===== config.mk =====
export PLATFORM = sky130hd
export DESIGN_NAME = matmul_small_k_sequencer_flat
export DESIGN_NICKNAME = d
export VERILOG_FILES = /design/src/rtl/matmul_small_k_sequencer_if.sv /design/src/rtl/matmul_small_k_sequencer.sv /design/src/flat_wrapper.sv
export SDC_FILE = /design/constraint.sdc
export NUM_CORES = 1
export LEC_CHECK = 0
export ABC_AREA = 1
export ABC_CLOCK_PERIOD_IN_PS = 3100
export BUFFER_PORTS_ARGS = -buffer_cell sky130_fd_sc_hd__buf_4
export CORE_MARGIN = 8
export CORE_UTILIZATION = 31
export DETAILED_ROUTE_END_ITERATION = 12
export GPL_TIMING_DRIVEN = 1
export PLACE_DENSITY = 0.54
export SLEW_MARGIN = 0
export SYNTH_ARGS = -nofsm -noshare
export SYNTH_HDL_FRONTEND = slang
export SYNTH_SLANG_ARGS = --single-unit

===== constraint.sdc =====
create_clock -name clk -period 3.1 [get_ports clk]
set_clock_uncertainty 0.15 [all_clocks]
set_input_delay 0.62 -clock clk [delete_from_list [all_inputs] [get_ports clk]]
set_output_delay 0.62 -clock clk [all_outputs]
set_load 0.02 [all_outputs]

===== src/rtl/matmul_small_k_sequencer_if.sv =====
// Command, operand, result and write-back signals of the small-K matmul sequencer.
// master is the sequencer side; slave is the command source / MAC / memory side.
interface matmul_small_k_sequencer_if #(
    parameter int AW   = 16,
    parameter int DW   = 32,
    parameter int DIMW = 8,
    parameter int KW   = 4
);
    logic            cmd_valid;
    logic            cmd_ready;
    logic [DIMW-1:0] cmd_m;
    logic [DIMW-1:0] cmd_n;
    logic [KW-1:0]   cmd_k;
    logic [AW-1:0]   cmd_a_base;
    logic [AW-1:0]   cmd_b_base;
    logic [AW-1:0]   cmd_c_base;
    logic            op_valid;
    logic            op_ready;
    logic [AW-1:0]   op_a_addr;
    logic [AW-1:0]   op_b_addr;
    logic            op_first;
    logic            op_last;
    logic            acc_valid;
    logic [DW-1:0]   acc_data;
    logic            wr_valid;
    logic            wr_ready;
    logic [AW-1:0]   wr_addr;
    logic [DW-1:0]   wr_data;
    logic            busy;
    logic            done;
    logic            err;

    modport master (
        input  cmd_valid, cmd_m, cmd_n, cmd_k, cmd_a_base, cmd_b_base, cmd_c_base,
        input  op_ready, acc_valid, acc_data, wr_ready,
        output cmd_ready, op_valid, op_a_addr, op_b_addr, op_first, op_last,
        output wr_valid, wr_addr, wr_data, busy, done, err
    );

    modport slave (
        output cmd_valid, cmd_m, cmd_n, cmd_k, cmd_a_base, cmd_b_base, cmd_c_base,
        output op_ready, acc_valid, acc_data, wr_ready,
        input  cmd_ready, op_valid, op_a_addr, op_b_addr, op_first, op_last,
        input  wr_valid, wr_addr, wr_data, busy, done, err
    );
endinterface


===== src/rtl/matmul_small_k_sequencer.sv =====
// Walks i/j/k for C = A*B issuing MAC operand addresses, then writes the MAC results
// back to C in order through a credit-limited FIFO.
module matmul_small_k_sequencer #(
    parameter int AW      = 16,
    parameter int DW      = 32,
    parameter int DIMW    = 8,
    parameter int KW      = 4,
    parameter int MAX_OUT = 4
) (
    input  logic clk,
    input  logic rst,
    matmul_small_k_sequencer_if.master bus
);
    localparam int PW = (MAX_OUT > 1) ? $clog2(MAX_OUT) : 1;
    localparam int OW = $clog2(MAX_OUT + 1);

    typedef enum logic [1:0] {IDLE, ISSUE, DRAIN, DONE} state_e;
    state_e state_q, state_d;

    logic [DIMW-1:0] m_q, n_q, i_q, j_q;
    logic [KW-1:0]   k_q, kc_q;
    logic [AW-1:0]   a_row_q, a_addr_q, b_base_q, b_col_q, b_addr_q, c_addr_q;
    logic [OW-1:0]   out_q, cnt_q;
    logic            err_q;
    logic [DW-1:0]   fifo_q [MAX_OUT];
    logic [PW-1:0]   wp_q, rp_q;

    logic          op_valid, op_fire, wr_fire, last_k, last_j, last_i, zero_dim;
    logic          full, push, ovf, out_inc, out_dec, accept;
    logic [AW-1:0] a_row_nx;

    assign last_k   = (kc_q == k_q - KW'(1));
    assign last_j   = (j_q == n_q - DIMW'(1));
    assign last_i   = (i_q == m_q - DIMW'(1));
    assign zero_dim = (bus.cmd_m == '0) | (bus.cmd_n == '0) | (bus.cmd_k == '0);
    assign accept   = (state_q == IDLE) & bus.cmd_valid;
    assign op_fire  = op_valid & bus.op_ready;
    assign wr_fire  = bus.wr_valid & bus.wr_ready;
    assign full     = (cnt_q == OW'(MAX_OUT));
    // A full FIFO can still take a result when its head leaves in the same cycle.
    assign push     = bus.acc_valid & (~full | wr_fire);
    assign ovf      = bus.acc_valid & full & ~wr_fire;
    assign out_inc  = op_fire & last_k;
    assign out_dec  = wr_fire & (out_q != '0);
    assign a_row_nx = a_row_q + AW'(k_q);

    assign bus.cmd_ready = (state_q == IDLE);
    assign bus.op_valid  = op_valid;
    assign bus.op_a_addr = a_addr_q;
    assign bus.op_b_addr = b_addr_q;
    assign bus.op_first  = (kc_q == '0);
    assign bus.op_last   = last_k;
    assign bus.wr_valid  = (cnt_q != '0);
    assign bus.wr_addr   = c_addr_q;
    assign bus.wr_data   = fifo_q[rp_q];
    assign bus.busy      = (state_q != IDLE);
    assign bus.done      = (state_q == DONE);
    assign bus.err       = (state_q == DONE) & err_q;

    always_comb begin
        state_d  = state_q;
        op_valid = 1'b0;
        unique case (state_q)
            IDLE:  if (bus.cmd_valid) state_d = zero_dim ? DONE : ISSUE;
            ISSUE: begin
                op_valid = (out_q < OW'(MAX_OUT));
                if (op_valid & bus.op_ready & last_k & last_j & last_i) state_d = DRAIN;
            end
            DRAIN: if (out_q == '0) state_d = DONE;
            DONE:  state_d = IDLE;
            default: state_d = IDLE;
        endcase
    end

    always_ff @(posedge clk) begin
        if (rst) state_q <= IDLE;
        else     state_q <= state_d;
    end

    always_ff @(posedge clk) begin
        if (rst) begin
            {m_q, n_q, i_q, j_q}                  <= '0;
            {k_q, kc_q}                           <= '0;
            {a_row_q, a_addr_q, b_base_q}         <= '0;
            {b_col_q, b_addr_q, c_addr_q}         <= '0;
            {out_q, cnt_q, wp_q, rp_q}            <= '0;
            err_q                                 <= 1'b0;
        end else begin
            if (accept) begin
                m_q      <= bus.cmd_m;
                n_q      <= bus.cmd_n;
                k_q      <= bus.cmd_k;
                {i_q, j_q, kc_q} <= '0;
                a_row_q  <= bus.cmd_a_base;
                a_addr_q <= bus.cmd_a_base;
                b_base_q <= bus.cmd_b_base;
                b_col_q  <= bus.cmd_b_base;
                b_addr_q <= bus.cmd_b_base;
                c_addr_q <= bus.cmd_c_base;
                err_q    <= zero_dim;
            end else begin
                if (ovf)     err_q    <= 1'b1;
                if (wr_fire) c_addr_q <= c_addr_q + AW'(1);
                // Incremental walk: k steps A by 1 and B by N; j/i wraps reload row/column bases.
                if (op_fire) begin
                    if (!last_k) begin
                        kc_q     <= kc_q + KW'(1);
                        a_addr_q <= a_addr_q + AW'(1);
                        b_addr_q <= b_addr_q + AW'(n_q);
                    end else begin
                        kc_q <= '0;
                        if (!last_j) begin
                            j_q      <= j_q + DIMW'(1);
                            b_col_q  <= b_col_q + AW'(1);
                            b_addr_q <= b_col_q + AW'(1);
                            a_addr_q <= a_row_q;
                        end else begin
                            j_q      <= '0;
                            i_q      <= i_q + DIMW'(1);
                            b_col_q  <= b_base_q;
                            b_addr_q <= b_base_q;
                            a_row_q  <= a_row_nx;
                            a_addr_q <= a_row_nx;
                        end
                    end
                end
            end
            case ({out_inc, out_dec})
                2'b10:   out_q <= out_q + OW'(1);
                2'b01:   out_q <= out_q - OW'(1);
                default: ;
            endcase
            if (push)    wp_q <= (wp_q == PW'(MAX_OUT - 1)) ? '0 : wp_q + PW'(1);
            if (wr_fire) rp_q <= (rp_q == PW'(MAX_OUT - 1)) ? '0 : rp_q + PW'(1);
            cnt_q <= cnt_q + OW'(push) - OW'(wr_fire);
        end
    end

    always_ff @(posedge clk) begin
        if (push) fifo_q[wp_q] <= bus.acc_data;
    end
endmodule

===== src/flat_wrapper.sv =====
// flat-port wrapper written by rule: the top's interface ports become plain ports
module matmul_small_k_sequencer_flat 
#(
    parameter int AW      = 16,
    parameter int DW      = 32,
    parameter int DIMW    = 8,
    parameter int KW      = 4,
    parameter int MAX_OUT = 4
)
  (clk, rst, bus_cmd_valid, bus_cmd_m, bus_cmd_n, bus_cmd_k, bus_cmd_a_base, bus_cmd_b_base, bus_cmd_c_base, bus_op_ready, bus_acc_valid, bus_acc_data, bus_wr_ready, bus_cmd_ready, bus_op_valid, bus_op_a_addr, bus_op_b_addr, bus_op_first, bus_op_last, bus_wr_valid, bus_wr_addr, bus_wr_data, bus_busy, bus_done, bus_err);
  matmul_small_k_sequencer_if #(.AW(AW), .DW(DW), .DIMW(DIMW), .KW(KW)) bus_i ();
  input  logic clk;
  input  logic rst;
  input wire logic [$bits(bus_i.cmd_valid)-1:0] bus_cmd_valid;
  input wire logic [$bits(bus_i.cmd_m)-1:0] bus_cmd_m;
  input wire logic [$bits(bus_i.cmd_n)-1:0] bus_cmd_n;
  input wire logic [$bits(bus_i.cmd_k)-1:0] bus_cmd_k;
  input wire logic [$bits(bus_i.cmd_a_base)-1:0] bus_cmd_a_base;
  input wire logic [$bits(bus_i.cmd_b_base)-1:0] bus_cmd_b_base;
  input wire logic [$bits(bus_i.cmd_c_base)-1:0] bus_cmd_c_base;
  input wire logic [$bits(bus_i.op_ready)-1:0] bus_op_ready;
  input wire logic [$bits(bus_i.acc_valid)-1:0] bus_acc_valid;
  input wire logic [$bits(bus_i.acc_data)-1:0] bus_acc_data;
  input wire logic [$bits(bus_i.wr_ready)-1:0] bus_wr_ready;
  output wire logic [$bits(bus_i.cmd_ready)-1:0] bus_cmd_ready;
  output wire logic [$bits(bus_i.op_valid)-1:0] bus_op_valid;
  output wire logic [$bits(bus_i.op_a_addr)-1:0] bus_op_a_addr;
  output wire logic [$bits(bus_i.op_b_addr)-1:0] bus_op_b_addr;
  output wire logic [$bits(bus_i.op_first)-1:0] bus_op_first;
  output wire logic [$bits(bus_i.op_last)-1:0] bus_op_last;
  output wire logic [$bits(bus_i.wr_valid)-1:0] bus_wr_valid;
  output wire logic [$bits(bus_i.wr_addr)-1:0] bus_wr_addr;
  output wire logic [$bits(bus_i.wr_data)-1:0] bus_wr_data;
  output wire logic [$bits(bus_i.busy)-1:0] bus_busy;
  output wire logic [$bits(bus_i.done)-1:0] bus_done;
  output wire logic [$bits(bus_i.err)-1:0] bus_err;
  assign bus_i.cmd_valid = bus_cmd_valid;
  assign bus_i.cmd_m = bus_cmd_m;
  assign bus_i.cmd_n = bus_cmd_n;
  assign bus_i.cmd_k = bus_cmd_k;
  assign bus_i.cmd_a_base = bus_cmd_a_base;
  assign bus_i.cmd_b_base = bus_cmd_b_base;
  assign bus_i.cmd_c_base = bus_cmd_c_base;
  assign bus_i.op_ready = bus_op_ready;
  assign bus_i.acc_valid = bus_acc_valid;
  assign bus_i.acc_data = bus_acc_data;
  assign bus_i.wr_ready = bus_wr_ready;
  assign bus_cmd_ready = bus_i.cmd_ready;
  assign bus_op_valid = bus_i.op_valid;
  assign bus_op_a_addr = bus_i.op_a_addr;
  assign bus_op_b_addr = bus_i.op_b_addr;
  assign bus_op_first = bus_i.op_first;
  assign bus_op_last = bus_i.op_last;
  assign bus_wr_valid = bus_i.wr_valid;
  assign bus_wr_addr = bus_i.wr_addr;
  assign bus_wr_data = bus_i.wr_data;
  assign bus_busy = bus_i.busy;
  assign bus_done = bus_i.done;
  assign bus_err = bus_i.err;
  matmul_small_k_sequencer #(.AW(AW), .DW(DW), .DIMW(DIMW), .KW(KW), .MAX_OUT(MAX_OUT)) u_core (.clk(clk), .rst(rst), .bus(bus_i));
endmodule

==> results.json <==
{
  "status": "finished clean",
  "grtUsageTotal_pct": 16.5,
  "portBuffers": 193,
  "rrSetupSlack_ns": 0.32,
  "final_nets": 2107,
  "synth_ff_type": "dfxtp_1",
  "root_buffer": "clkbuf_16",
  "p_leak_nw": 7.23,
  "drt-wirelength-per-cell_um": 17.4,
  "fmax_mhz": 338,
  "drt_iter0_markers": 753,
  "grt_pass1_wl_um": 70800,
  "syn_area_per_cell_um2": 8.06,
  "path_class": "flip-flop to output pin",
  "cts_hold_buf": 0,
  "cts_buffer_depth": 3,
  "overflow": 0,
  "die_w_um": 231,
  "layout-drive-gt1-share_pct": 16.5,
  "dieArea_um2": 53100,
  "mostFrequentLayoutCells": "nand2_1 (367), buf_4 (228), o21ai_0 (181), nor2_1 (168), dfxtp_1 (150)",
  "async_flop_share_pct": 0,
  "maxCapViolations": 0,
  "synth_cells": 1770,
  "period_needed_ns": 2.96,
  "antennaDiodeCount": 0,
  "area_growth_pct": 23.0,
  "ys_ff_latch": 279,
  "synth-edff-count": 128,
  "vias": 12900,
  "crit_arrival_ns": 2.19,
  "slew_headroom_pct": 52.3,
  "antenna_left": 0,
  "htree_levels": 2,
  "powerDensity_nw_per_um2": 882,
  "finalHoldWorstSlack_ns": 0.130,
  "drt-pass1-iter-count": 5,
  "drv_slew": 0,
  "setup_violations": 0,
  "nFillCells": 4608,
  "dpl_worst_slack_ns": 0.385,
  "ioPinCount": 194,
  "layout_commonest_cell": "nand2_1",
  "ir_worst_vdd_mv": 0.994,
  "synth_fp_nets": 1914,
  "clock_sinks": 279,
  "crit_fanout": 13,
  "synth.distinct_cells": 54,
  "grt_max_degree": 111,
  "tns_ns": 0,
  "start_kind": "flip-flop",
  "initial_utilization_pct": 31.4,
  "synth_area_um2": 14300,
  "clkTransAtPathRegs_ns": 0.06,
  "clock_latency_ns": 0.54,
  "yosys_warnings": 0,
  "antenna_found_initial": 0,
  "hold_viol_final": 0,
  "cts_tree": "done",
  "die_h_um": 231,
  "num_rows": 78,
  "gp_congestion": 0.872,
  "vias_per_cell": 4.98,
  "totalWireLength_um": 45000,
  "fin_crit_sh_pct": 95.5,
  "core-area_um2": 45400,
  "endpoint_kind": "output pin",
  "hpwl_um": 32400,
  "drc": 0,
  "tightest_slew_ns": 0.714,
  "numCtsBuffers": 34,
  "min_path_type": "input pin to flip-flop",
  "crit_required_ns": 2.33,
  "rsz0062_at_grt": "no",
  "synth-seq-area-share_pct": 48.1,
  "grt_pass1_vias": 12600,
  "fin_ws_ns": 0.139
}
path summary, 6_finish.rpt:
| path | from | end | cells after the start |
|---|---|---|---|
| worst min register to register | u_core.out_q[0]$_SDFFE_PP0P_ | u_core.out_q[0]$_SDFFE_PP0P_ | 1 |
| worst max register to register | u_core.k_q[0]$_SDFFE_PP0P_ | u_core.out_q[2]$_SDFFE_PP0P_ | 15 |
| worst max-delay path | u_core.k_q[0]$_SDFFE_PP0P_ | bus_op_last | 8 |
| worst min-delay path | bus_acc_data[11] | u_core.fifo_q[3][11]$_DFFE_PP_ | 1 |
sequential cells by signal, indices dropped and copies added, names as in the netlist, 8 cells and up, named ones only:
signal	count
u_core.j_q	8
u_core.fifo_q	128
u_core.b_base_q	16
u_core.n_q	8
u_core.m_q	8
u_core.i_q	8
u_core.a_row_q	16
u_core.b_col_q	16
u_core.bus.op_a_addr	16
u_core.bus.wr_addr	16
u_core.bus.op_b_addr	16
final cells by class:
type	instances	area, um2	area share (%)
sequential	279	6870	39.1
multi-input combinational	1254	6490	37.0
timing repair buffer	232	1780	10.2
inverter	162	609	3.47
clock buffer	41	898	5.12
clock inverter	18	153	0.870
tap	600	751	4.28
metrics by stage:
stage	power, mW	area, um2	cells	util (%)
floorplan	9.19	14300	1770	-
finish	15.5	17500	2586	38.7
global placement	11.7	16500	2525	36.3
global route	16.6	17500	2586	38.7
detailed placement	11.7	16500	2525	36.3
CTS	15.6	17500	2584	38.6
cell families (layout without fill, tap and decap cells):
| family | Yosys count | count (layout) | synth area share, % |
|---|---|---|---|
| AO/OA/AOI/OAI | 423 | 423 | 16.3 |
| XOR/XNOR | 48 | 48 | 2.95 |
| adder cells (fa/ha/maj) | 38 | 38 | 3.54 |
| buffers and inverters | 237 | 453 | 6.52 |
| flip-flops | 279 | 279 | 48.1 |
| AND/OR/NAND/NOR | 745 | 745 | 22.5 |
Yosys cell counts (2+ instances only):
cell type / instances / area (um2)
a31oi_1: 15 / 93.8
a21oi_1: 133 / 666
nor2_2: 5 / 31.3
dfxtp_1: 151 / 3020
nand2_4: 2 / 22.5
clkinv_1: 5 / 18.8
inv_2: 9 / 33.8
o21ai_2: 5 / 43.8
o211ai_1: 9 / 67.6
ha_1: 34 / 425
nor2_8: 2 / 40.0
nand2_2: 6 / 37.5
a211oi_1: 2 / 15.0
buf_6: 2 / 22.5
xnor2_1: 11 / 96.3
nor2_4: 3 / 33.8
and2_1: 7 / 43.8
or2_2: 6 / 37.5
nand4_1: 22 / 138
nand3_1: 110 / 551
fa_1: 4 / 80.1
nor3b_1: 2 / 15.0
xor2_1: 37 / 324
o21ai_0: 181 / 906
buf_2: 8 / 40.0
o31ai_1: 3 / 22.5
o22ai_1: 33 / 206
clkbuf_1: 54 / 203
o21bai_1: 12 / 90.1
and3_1: 2 / 12.5
edfxtp_1: 128 / 3840
nor3_1: 24 / 120
a221oi_1: 4 / 35.0
nor2_1: 172 / 646
nor4_1: 8 / 50.1
inv_1: 148 / 556
o221ai_1: 7 / 61.3
buf_1: 9 / 33.8
nand2_1: 368 / 1380
o21ai_1: 12 / 60.1
nand3b_1: 2 / 15.0
metal layers:
metal / up-vias / global-route usage (%) / part of all wire, %
li1: 6420 / - / -
met1: 5993 / 22.1 / 46
met2: 393 / 26.7 / 45
met3: 68 / 3.69 / 6.4
met4: 0 / 3.88 / 2.0
met5: - / 0 / 0
power by group:
group          internal, mW  switching [mW]  total (mW)
clock network          2.24            1.60        3.84
logic                  2.28            4.13        6.41
registers              4.54           0.691        5.23
total                  9.06            6.42        15.5
worst max-delay path, stage by stage, from the launching register on:
cell     delay [ns]
dfxtp_1        0.34
inv_1          0.09
ha_1           0.31
xnor2_1        0.13
nor2_1         0.08
nand2_1        0.08
nor2_4         0.22
buf_6          0.22
buf_4          0.17
repair_timing:
action                     CTS  global route
setup buffers                0             2
hold endpoints to repair     0             0
pin swaps                    0             1
setup endpoints to repair    3             1
resized for setup            2             0
cloned                       0             0
Power figures use the tool's default switching activity.
